==> config.mk <==
export PLATFORM = sky130hd
export DESIGN_NAME = keypad_scan_ctrl
export DESIGN_NICKNAME = d
export VERILOG_FILES = /design/src/rtl/keypad_pkg.sv /design/src/rtl/keypad_col_sync.sv /design/src/rtl/keypad_scan_ctrl.sv
export SDC_FILE = /design/constraint.sdc
export NUM_CORES = 1
export LEC_CHECK = 0
export CORE_MARGIN = 2
export CORE_UTILIZATION = 53
export CTS_BUF_LIST = sky130_fd_sc_hd__clkbuf_4 sky130_fd_sc_hd__clkbuf_8
export DETAILED_ROUTE_END_ITERATION = 6
export GPL_TIMING_DRIVEN = 0
export PLACE_DENSITY_LB_ADDON = 0.08
export SLEW_MARGIN = 20
export SYNTH_ARGS = -nofsm -noshare
export SYNTH_HDL_FRONTEND = slang
export SYNTH_SLANG_ARGS = --single-unit
==> constraint.sdc <==
create_clock -name clock -period 1.91 [get_ports clock]
set_input_delay 0.382 -clock clock [delete_from_list [all_inputs] [get_ports clock]]
set_output_delay 0.382 -clock clock [all_outputs]
set_load 0.01 [all_outputs]
==> src/rtl/keypad_pkg.sv <==
// Shared types and constants for the 4x4 keypad scanner.
//   - kp_state_e : scan sequencer states
//   - KP_*       : keypad geometry and the idle (no key) column pattern
//   - kp_low_col : index of the lowest-numbered low bit in an active-low column pattern
package keypad_pkg;

  typedef enum logic [1:0] {
    SCAN     = 2'd0,
    DEBOUNCE = 2'd1,
    HELD     = 2'd2
  } kp_state_e;

  localparam int         KP_ROWS     = 4;
  localparam int         KP_COLS     = 4;
  localparam int         KP_CODE_W   = 4;
  localparam logic [3:0] KP_COL_IDLE = 4'b1111;

  // Lowest active column wins when several keys share the driven row.
  // Scanning from the top down lets the lowest low bit overwrite the others.
  function automatic logic [1:0] kp_low_col(input logic [KP_COLS-1:0] cols);
    logic [1:0] idx;
    idx = 2'd0;
    for (int i = KP_COLS - 1; i >= 0; i--) begin
      if (!cols[i]) idx = 2'(i);
    end
    return idx;
  endfunction

endpackage

==> src/rtl/keypad_col_sync.sv <==
// Two-flop synchroniser for the asynchronous keypad column lines.
// Ports:
//   clock : system clock
//   reset : asynchronous active-low reset; both stages go to all-ones (idle)
//   d_i   : raw active-low column lines
//   q_o   : synchronised column lines
module keypad_col_sync
  import keypad_pkg::*;
(
  input  logic               clock,
  input  logic               reset,
  input  logic [KP_COLS-1:0] d_i,
  output logic [KP_COLS-1:0] q_o
);

  logic [KP_COLS-1:0] meta_q;
  logic [KP_COLS-1:0] sync_q;

  always_ff @(posedge clock or negedge reset) begin
    if (!reset) begin
      meta_q <= KP_COL_IDLE;
      sync_q <= KP_COL_IDLE;
    end else begin
      meta_q <= d_i;
      sync_q <= meta_q;
    end
  end

  assign q_o = sync_q;

endmodule

==> src/rtl/keypad_scan_ctrl.sv <==
// Row-scanning keypad sequencer: drives one row low at a time, samples the
// synchronised columns, debounces press and release, and issues a one-cycle
// write request per confirmed key. A sticky flag records keys dropped while
// the FIFO was full.
// Ports:
//   clock, reset   : system clock, asynchronous active-low reset
//   col            : raw active-low columns (asynchronous)
//   full           : FIFO full, sampled only when a key is confirmed
//   clr_overrun    : synchronous clear of overrun (a simultaneous set wins)
//   row            : active-low row drive, exactly one bit low
//   key_code       : {row_idx, col_idx} of the last confirmed key
//   v              : one-cycle write request
//   key_down       : high while a confirmed key is held
//   overrun        : sticky dropped-key flag
// Build option: define KEYPAD_REPEAT_EN to re-emit the held key every
// REPEAT_CYCLES cycles.
module keypad_scan_ctrl
  import keypad_pkg::*;
#(
  parameter int SCAN_DIV      = 16,
  parameter int DEBOUNCE_CNT  = 1000,
  parameter int REPEAT_CYCLES = 250000
) (
  input  logic                 clock,
  input  logic                 reset,
  input  logic [KP_COLS-1:0]   col,
  input  logic                 full,
  input  logic                 clr_overrun,
  output logic [KP_ROWS-1:0]   row,
  output logic [KP_CODE_W-1:0] key_code,
  output logic                 v,
  output logic                 key_down,
  output logic                 overrun
);

  localparam int DW = (SCAN_DIV > 1) ? $clog2(SCAN_DIV) : 1;
  localparam int BW = $clog2(DEBOUNCE_CNT + 1);
  localparam logic [DW-1:0] DWELL_LAST = DW'(SCAN_DIV - 1);
  localparam logic [BW-1:0] DB_LAST    = BW'(DEBOUNCE_CNT - 1);

  if (SCAN_DIV < 4 || DEBOUNCE_CNT < 2 || REPEAT_CYCLES < 2) begin : g_param_check
    $error("keypad_scan_ctrl: SCAN_DIV >= 4, DEBOUNCE_CNT >= 2, REPEAT_CYCLES >= 2 required");
  end

  logic [KP_COLS-1:0]   col_s;
  kp_state_e            state_q, state_d;
  logic [1:0]           row_idx_q, row_idx_d;
  logic [DW-1:0]        dwell_q, dwell_d;
  logic [BW-1:0]        db_q, db_d;
  logic [KP_COLS-1:0]   col_ref_q, col_ref_d;
  logic [KP_CODE_W-1:0] key_code_q, key_code_d;
  logic                 v_q, v_d;
  logic                 key_down_q, key_down_d;
  logic                 overrun_q, overrun_d;
  logic                 emit;

`ifdef KEYPAD_REPEAT_EN
  localparam int RW = $clog2(REPEAT_CYCLES + 1);
  localparam logic [RW-1:0] REP_LAST = RW'(REPEAT_CYCLES - 1);
  logic [RW-1:0] rep_q, rep_d;
`endif

  keypad_col_sync u_sync (
    .clock (clock),
    .reset (reset),
    .d_i   (col),
    .q_o   (col_s)
  );

  always_ff @(posedge clock or negedge reset) begin
    if (!reset) begin
      state_q    <= SCAN;
      row_idx_q  <= 2'd0;
      dwell_q    <= '0;
      db_q       <= '0;
      col_ref_q  <= KP_COL_IDLE;
      key_code_q <= '0;
      v_q        <= 1'b0;
      key_down_q <= 1'b0;
      overrun_q  <= 1'b0;
`ifdef KEYPAD_REPEAT_EN
      rep_q      <= '0;
`endif
    end else begin
      state_q    <= state_d;
      row_idx_q  <= row_idx_d;
      dwell_q    <= dwell_d;
      db_q       <= db_d;
      col_ref_q  <= col_ref_d;
      key_code_q <= key_code_d;
      v_q        <= v_d;
      key_down_q <= key_down_d;
      overrun_q  <= overrun_d;
`ifdef KEYPAD_REPEAT_EN
      rep_q      <= rep_d;
`endif
    end
  end

  always_comb begin
    state_d    = state_q;
    row_idx_d  = row_idx_q;
    dwell_d    = dwell_q;
    db_d       = db_q;
    col_ref_d  = col_ref_q;
    key_code_d = key_code_q;
    v_d        = 1'b0;
    key_down_d = key_down_q;
    overrun_d  = clr_overrun ? 1'b0 : overrun_q;
    emit       = 1'b0;

    unique case (state_q)
      SCAN: begin
        if (dwell_q == DWELL_LAST) begin
          dwell_d = '0;
          if (col_s == KP_COL_IDLE) begin
            row_idx_d = row_idx_q + 2'd1;
          end else begin
            col_ref_d = col_s;
            db_d      = '0;
            state_d   = DEBOUNCE;
          end
        end else begin
          dwell_d = dwell_q + DW'(1);
        end
      end

      DEBOUNCE: begin
        if (col_s != col_ref_q) begin
          // Bounce: abandon this row and keep scanning.
          state_d   = SCAN;
          row_idx_d = row_idx_q + 2'd1;
          dwell_d   = '0;
          db_d      = '0;
        end else if (db_q == DB_LAST) begin
          key_code_d = {row_idx_q, kp_low_col(col_ref_q)};
          key_down_d = 1'b1;
          db_d       = '0;
          state_d    = HELD;
          emit       = 1'b1;
        end else begin
          db_d = db_q + BW'(1);
        end
      end

      HELD: begin
        // Counts consecutive idle cycles; any activity restarts the release debounce.
        if (col_s == KP_COL_IDLE) begin
          if (db_q == DB_LAST) begin
            key_down_d = 1'b0;
            state_d    = SCAN;
            row_idx_d  = row_idx_q + 2'd1;
            dwell_d    = '0;
            db_d       = '0;
          end else begin
            db_d = db_q + BW'(1);
          end
        end else begin
          db_d = '0;
        end
      end

      default: state_d = SCAN;
    endcase

`ifdef KEYPAD_REPEAT_EN
    rep_d = '0;
    if (state_q == HELD && state_d == HELD) begin
      if (rep_q == REP_LAST) begin
        emit = 1'b1;
      end else begin
        rep_d = rep_q + RW'(1);
      end
    end
`endif

    // A dropped key sets overrun even if clr_overrun is high this cycle.
    if (emit) begin
      if (full) overrun_d = 1'b1;
      else      v_d       = 1'b1;
    end
  end

  assign row      = ~(4'b0001 << row_idx_q);
  assign key_code = key_code_q;
  assign v        = v_q;
  assign key_down = key_down_q;
  assign overrun  = overrun_q;

endmodule

==> results_dict.tcl, run 1 <==
set metrics [dict create \
    status "finished, violations left" \
    violations "setup timing" \
    grt_max_degree 20 \
    root_buffer "clkbuf_4" \
    end_kind "register" \
    drive_gt1_share_pct 41.6 \
    netlist_instances 178 \
    stdcell_count 279 \
    seq_area_frac_synth_pct 49.9 \
    cp.arrival_ps 2360 \
    grtUsageTotal_pct 22.0 \
    synth-async-reset-ratio_pct 100 \
    wl_um 4770 \
    relSlewSlack_pct 66.5 \
    clk_latency_ps 360 \
    hold_class "reg2reg" \
    antenna_found_initial 0 \
    powerDensity_mw_per_mm2 915 \
    core_area_mm2 0.00339 \
    finalSetupViolations 17 \
    holdWs_ps 363 \
    drtAntennaViolNets 0 \
    power_leakage_nw 1.16 \
    max_freq_mhz 479 \
    num_antenna_cells 0 \
    multi_input_area_mm2 0.00107 \
    die_x_um 63.6 \
    vias 1621 \
    die_h_um 63.6 \
    port_buffers 18 \
    ys_seq_elements 37 \
    ys_types 42 \
    netlist_area_mm2 0.00189 \
    slew_viol_final 0 \
    finClkSkew_ps 8.27 \
    rsz0062_at_grt "true" \
    grt_pass1_wl_um 6990 \
    hold_violations 0 \
    drtIter0Drc 143 \
    path_clk_slew_ps 110 \
    cp_slowest_cell "dfrtp_1" \
    whs_path_depth 0 \
    synth_nets 196 \
    dpl.hpwl_um 2680 \
    crit_chain "ha_2, nand3b_1, or3_4, buf_4, buf_6, nor3_4, buf_6, buf_6, nand4_1, o21ai_1" \
    path_common_cell "buf_6" \
    vdd_drop_max_v 0.000631 \
    gp_congestion 0.886 \
    grt_overflow_total 0 \
    start_kind "register" \
    dominantRegCellSynth "dfrtp_1" \
    htree_levels 2 \
    dp.cells 243 \
    worst_pin_slew_ps 503 \
    num-fill-cells 183 \
    synth_edf_count 0 \
    cp_max_fo 4 \
    fin_crit_sh_pct 109 \
    io_pins 19 \
    cts_made_buffers 5 \
    dp_slack_ps -304 \
    final_util_pct 79.7 \
    setup.worst_path.class "reg2reg" \
    vias_per_cell 5.81 \
    max_stage_delay_ps 400 \
    cts_sinks 37 \
    syn_to_final_growth_pct 43.3 \
    post_drt_wl_per_cell_um 17.1 \
    start_util_pct 55.6 \
    r2r_cells 10 \
    layout.nets 250 \
    cts_tree "done" \
    setup_ws_ps -178 \
    yosysWarnings 0 \
    maxCapViolations 0 \
    die_area_mm2 0.00405 \
    dr.pass1.iters 4 \
    worstPathRequired_ps 2180 \
    grt_pass1_vias 1560 \
    ff_latch_area_um2 941 \
    row_count 21 \
    syn_avg_cell_area_um2 10.6 \
    p_total_mw 2.47 \
    route.detailed.drc 0 \
    clockBufferDepth 2 \
    period_needed_ps 2090 \
]
[through the flow]
stage                     setup TNS, ps  cell area (µm²)
after floorplan                       0             1890
after global placement            -9680             2130
after detailed placement          -2650             2150
after CTS                          -304             2460
after global routing              -2480             2700
final                             -1280             2700
[cell usage in the layout (no fill, tap or decap), types with 2 or more instances in the layout]
cell and n:
a21o_1 3, a21oi_1 2, a221o_1 4, a22o_1 2
and2_1 2, and3_1 4, buf_4 20, buf_6 8
bufinv_16 2, clkbuf_4 6, clkdlybuf4s50_1 13, dfrtp_1 25
dfstp_2 12, dlygate4sd2_1 4, ha_1 5, ha_2 4
inv_1 14, mux2_2 6, mux2_4 2, nand2_1 7
nand2_2 3, nand3_1 8, nand3_2 7, nand3b_1 3
nand4_1 4, nor2_1 8, nor2_2 4, nor2b_1 2
nor3_1 2, nor3_4 3, o21ai_0 5, o21ai_1 3
o21ai_2 2, xnor2_1 5
[state kept, by name, indices dropped and copies added, names as in the netlist]
signal         cells
db_q              10
col_ref_q          4
dwell_q            4
key_code           4
u_sync.meta_q      4
u_sync.q_o         4
row_idx_q          2
state_q            2
key_down           1
overrun            1
v                  1
[synthesized netlist by cell type (all sizes together), types with 3 or more instances]
cell | number | area [µm²]
dfrtp | 25 | 626
o21ai | 10 | 50.1
nand4 | 4 | 25.0
nand2 | 10 | 37.5
inv | 14 | 52.6
xnor2 | 5 | 43.8
nor3 | 5 | 30.0
nand3b | 3 | 22.5
and3 | 4 | 25.0
a21oi | 4 | 20.0
mux2 | 9 | 101
dfstp | 12 | 315
nand3 | 15 | 80.1
ha | 10 | 125
a21o | 3 | 22.5
a221o | 4 | 40.0
nor2 | 12 | 45.0
[report_power, final]
part           internal (mW)  total, mW  switching [mW]
combinational          0.403      0.826           0.422
sequential             0.871      0.953          0.0821
clock                  0.412      0.693           0.281
total                   1.69       2.47           0.786
[layer usage]
metal / global-route usage, % / routed length (µm)
met4: 7.88 / 61
met3: 5.36 / 271
met5: 0 / 0
met1: 26.8 / 1910
met2: 37.9 / 2520
[what timing repair did]
action                                  4_1_cts  5_1_grt
pin swaps                                     2       11
cloned                                        0        1
hold buffers                                  1        0
resized for setup                            23       43
endpoints found under the setup margin       22       22
endpoints found under the hold margin        17        0
setup buffers                                15       11
[logic make-up after synthesis]
kind of cell	count (synthesis)	share of synthesized area (%)
AO/OA/AOI/OAI	34	12.9
AND/OR/NAND/NOR	66	19.0
flip-flops	37	49.9
buffers and inverters	17	3.78
XOR/XNOR	5	2.32
adder cells (fa/ha/maj)	10	6.64
multiplexers	9	5.38
[final cells by class]
type	instances	area share (%)
buffer	3	1.11
clock buffer	5	1.39
clock inverter	3	2.55
inverter	14	1.95
multi-input combinational	124	39.7
sequential	37	34.8
tap	46	2.13
timing repair buffer	47	16.3
[final timing paths]
path / start / endpoint / slack [ps]
max: db_q[0] / key_code[1] / -180
min: u_sync.meta_q[2] / u_sync.q_o[2] / 360
max reg2reg: db_q[0] / key_code[1] / -180
min reg2reg: u_sync.meta_q[2] / u_sync.q_o[2] / 360
max in group asynchronous: reset / u_sync.q_o[0] / 850
min in group asynchronous: reset / v / 510
[critical path, delay by kind of cell, from the launching register on]
family	cells	cell delay (ps)
simple gates	4	760
buf+inv	4	510
flops	1	400
fa+ha+maj	1	210
compound gates	1	130
(Power assumes the default switching activity.)
==> run 2: changes to the inputs <==
--- a/config.mk
+++ b/config.mk
@@ -8,6 +8,7 @@
 export CORE_MARGIN = 2
 export CORE_UTILIZATION = 53
 export CTS_BUF_LIST = sky130_fd_sc_hd__clkbuf_4 sky130_fd_sc_hd__clkbuf_8
+export CTS_CLUSTER_SIZE = 40
 export DETAILED_ROUTE_END_ITERATION = 6
 export GPL_TIMING_DRIVEN = 0
 export PLACE_DENSITY_LB_ADDON = 0.08
==> results of run 2 <==
Same layout as run 1: the final DEF is identical, and so are final timing and power.
==> run 3: changes to the inputs <==
--- a/config.mk
+++ b/config.mk
@@ -6,12 +6,14 @@
 export NUM_CORES = 1
 export LEC_CHECK = 0
 export CORE_MARGIN = 2
-export CORE_UTILIZATION = 53
+export CORE_UTILIZATION = 45
 export CTS_BUF_LIST = sky130_fd_sc_hd__clkbuf_4 sky130_fd_sc_hd__clkbuf_8
 export CTS_CLUSTER_SIZE = 40
 export DETAILED_ROUTE_END_ITERATION = 6
 export GPL_TIMING_DRIVEN = 0
+export HOLD_SLACK_MARGIN = 0.02
 export PLACE_DENSITY_LB_ADDON = 0.08
+export SETUP_SLACK_MARGIN = 0.5
 export SLEW_MARGIN = 20
 export SYNTH_ARGS = -nofsm -noshare
 export SYNTH_HDL_FRONTEND = slang
==> run 3 against run 2 <==
Register-to-register slack better by 80 ps; the flow still finishes with violations (setup timing); critical endpoint is now state_q[0]; first-iteration DRC count down 24%; flip-flop and latch count did not move; clock power rose by 1%; non-clock buffer count up 3; combinational power grew 46%.
==> results_dict.tcl, run 3 (same netlist as run 1, synthesis figures left out) <==
set metrics [dict create \
    status "finished, violations left" \
    violations "setup timing" \
    cts_made_buffers 5 \
    crit_chain "nand3_2, or3_4, buf_8, a221oi_4, o31ai_2, mux2_1" \
    vias_per_cell 5.48 \
    final_common_cell "dfrtp_1" \
    drtIter0Drc 109 \
    post_drt_wl_per_cell_um 15.6 \
    cp.arrival_ps 2190 \
    route.detailed.drc 0 \
    max_stage_delay_ps 450 \
    dp_slack_ps -394 \
    grt_max_degree 29 \
    antenna_found_initial 0 \
    hold_class "reg2reg" \
    dr.pass1.iters 4 \
    die_h_um 68.7 \
    path_clk_slew_ps 70 \
    grt_pass1_vias 1559 \
    drive_gt1_share_pct 47.0 \
    worstPathRequired_ps 2080 \
    slew_viol_final 0 \
    rsz0062_at_grt "true" \
    max_freq_mhz 497 \
    p_total_mw 2.88 \
    period_needed_ps 2010 \
    root_buffer "clkbuf_8" \
    rr_endpoint "state_q[0]" \
    vias 1568 \
    cp_slowest_cell "dfrtp_1" \
    die_area_mm2 0.00472 \
    relSlewSlack_pct 77.6 \
    row_count 23 \
    fin_crit_sh_pct 105 \
    cts_tree "done" \
    wl_um 4470 \
    grtUsageTotal_pct 21.4 \
    crit_start "db_q[5]" \
    vdd_drop_max_v 0.000466 \
    cp_max_fo 7 \
    hold_violations 0 \
    finClkSkew_ps 6.11 \
    powerDensity_mw_per_mm2 1000 \
    worst_pin_slew_ps 332 \
    clockBufferDepth 2 \
    cts_sinks 37 \
    drtAntennaViolNets 0 \
    crit_family "simple AND/OR/NAND/NOR gates" \
    finalSetupViolations 10 \
    start_util_pct 46.8 \
    placed_cell_area_mm2 0.00218 \
    setup_ws_ps -103 \
    layout.nets 253 \
    grt_pass1_wl_um 7290 \
    final_cell_mix "23 x dfrtp_1, 17 x buf_6, 17 x buf_4, 12 x nand3_1, 12 x dfstp_2" \
    crit_end "state_q[0]" \
    regToRegSetupSlack_ps -100 \
    start_kind "register" \
    r2r_cells 6 \
    grt_overflow_total 0 \
    power_leakage_nw 1.25 \
    holdWs_ps 357 \
    reg2reg_from "db_q[5]" \
    port_buffers 18 \
    core_area_mm2 0.00403 \
    syn_to_final_growth_pct 52.2 \
    die_x_um 68.7 \
    maxCapViolations 0 \
    gp_congestion 0.810 \
    setup.worst_path.class "reg2reg" \
    dpl.hpwl_um 2660 \
    num_antenna_cells 0 \
    design_area_mm2 0.00287 \
    end_kind "register" \
    largest-register "db_q" \
    path_depth 6 \
    io_pins 19 \
    clk_latency_ps 290 \
    path_buf_inv 1 \
    largest_register_ffs 10 \
    htree_levels 2 \
]
## run 3: cell count changes in the layout (fill, tap and decap cells not counted), sizes merged
cell,delta
inv,-1
dlygate4sd2,+3
clkdlybuf4s50,-7
buf,+7
clkbuf,+1
bufinv,-1
clkinvlp,+1
## run 3: metal layers
layer	vias to the layer above	track usage [%]	part of all wire (%)
li1	756	-	-
met2	32	38.8	54
met5	-	0	0
met4	0	8.09	1.5
met3	8	5.03	3.0
met1	772	24.2	41
## run 3: area by class of cell
cell class,count,area (µm²)
flip-flops and latches,37,943
clock inverters,2,37.5
inverters,14,57.6
fillers,290,1160
well taps,50,62.6
multi-input cells,124,1150
plain buffers,3,55.1
repair buffers,50,475
clock buffers,6,82.6
## run 3: power breakdown
group          internal, mW  switching, mW  total [mW]
sequential            0.873         0.0930       0.966
combinational         0.670          0.537        1.21
clock                 0.424          0.278       0.702
## run 3: what timing repair did
item | CTS | global route
hold buffers | 1 | 0
gates resized for setup | 88 | 16
buffers inserted | 27 | 3
hold endpoints to repair | 9 | 0
pin swaps | 10 | 6
endpoints found under the setup margin | 40 | 33
## run 3: stage by stage
stage | utilization (%) | instances | setup TNS, ps
floorplan | - | 178 | 0
global placement | 53.8 | 246 | -10120
detailed placement | 54.2 | 247 | -2710
CTS | 68.8 | 283 | -150
global route | 71.2 | 286 | -1570
finish | 71.2 | 286 | -444
## run 3: worst min path at each step
stage / cells after the start / from / slack (ps) / endpoint
6_report: 0 / u_sync.meta_q[0] / 360 / u_sync.q_o[0]
5_1_grt: 0 / u_sync.meta_q[2] / 360 / u_sync.q_o[2]
4_1_cts: 0 / u_sync.meta_q[0] / 360 / u_sync.q_o[0]
3_5_place_dp: 1 / reset / 270 / key_code[3]
3_3_place_gp: 0 / u_sync.meta_q[3] / 350 / u_sync.q_o[3]
2_1_floorplan: 0 / reset / 90 / db_q[0]
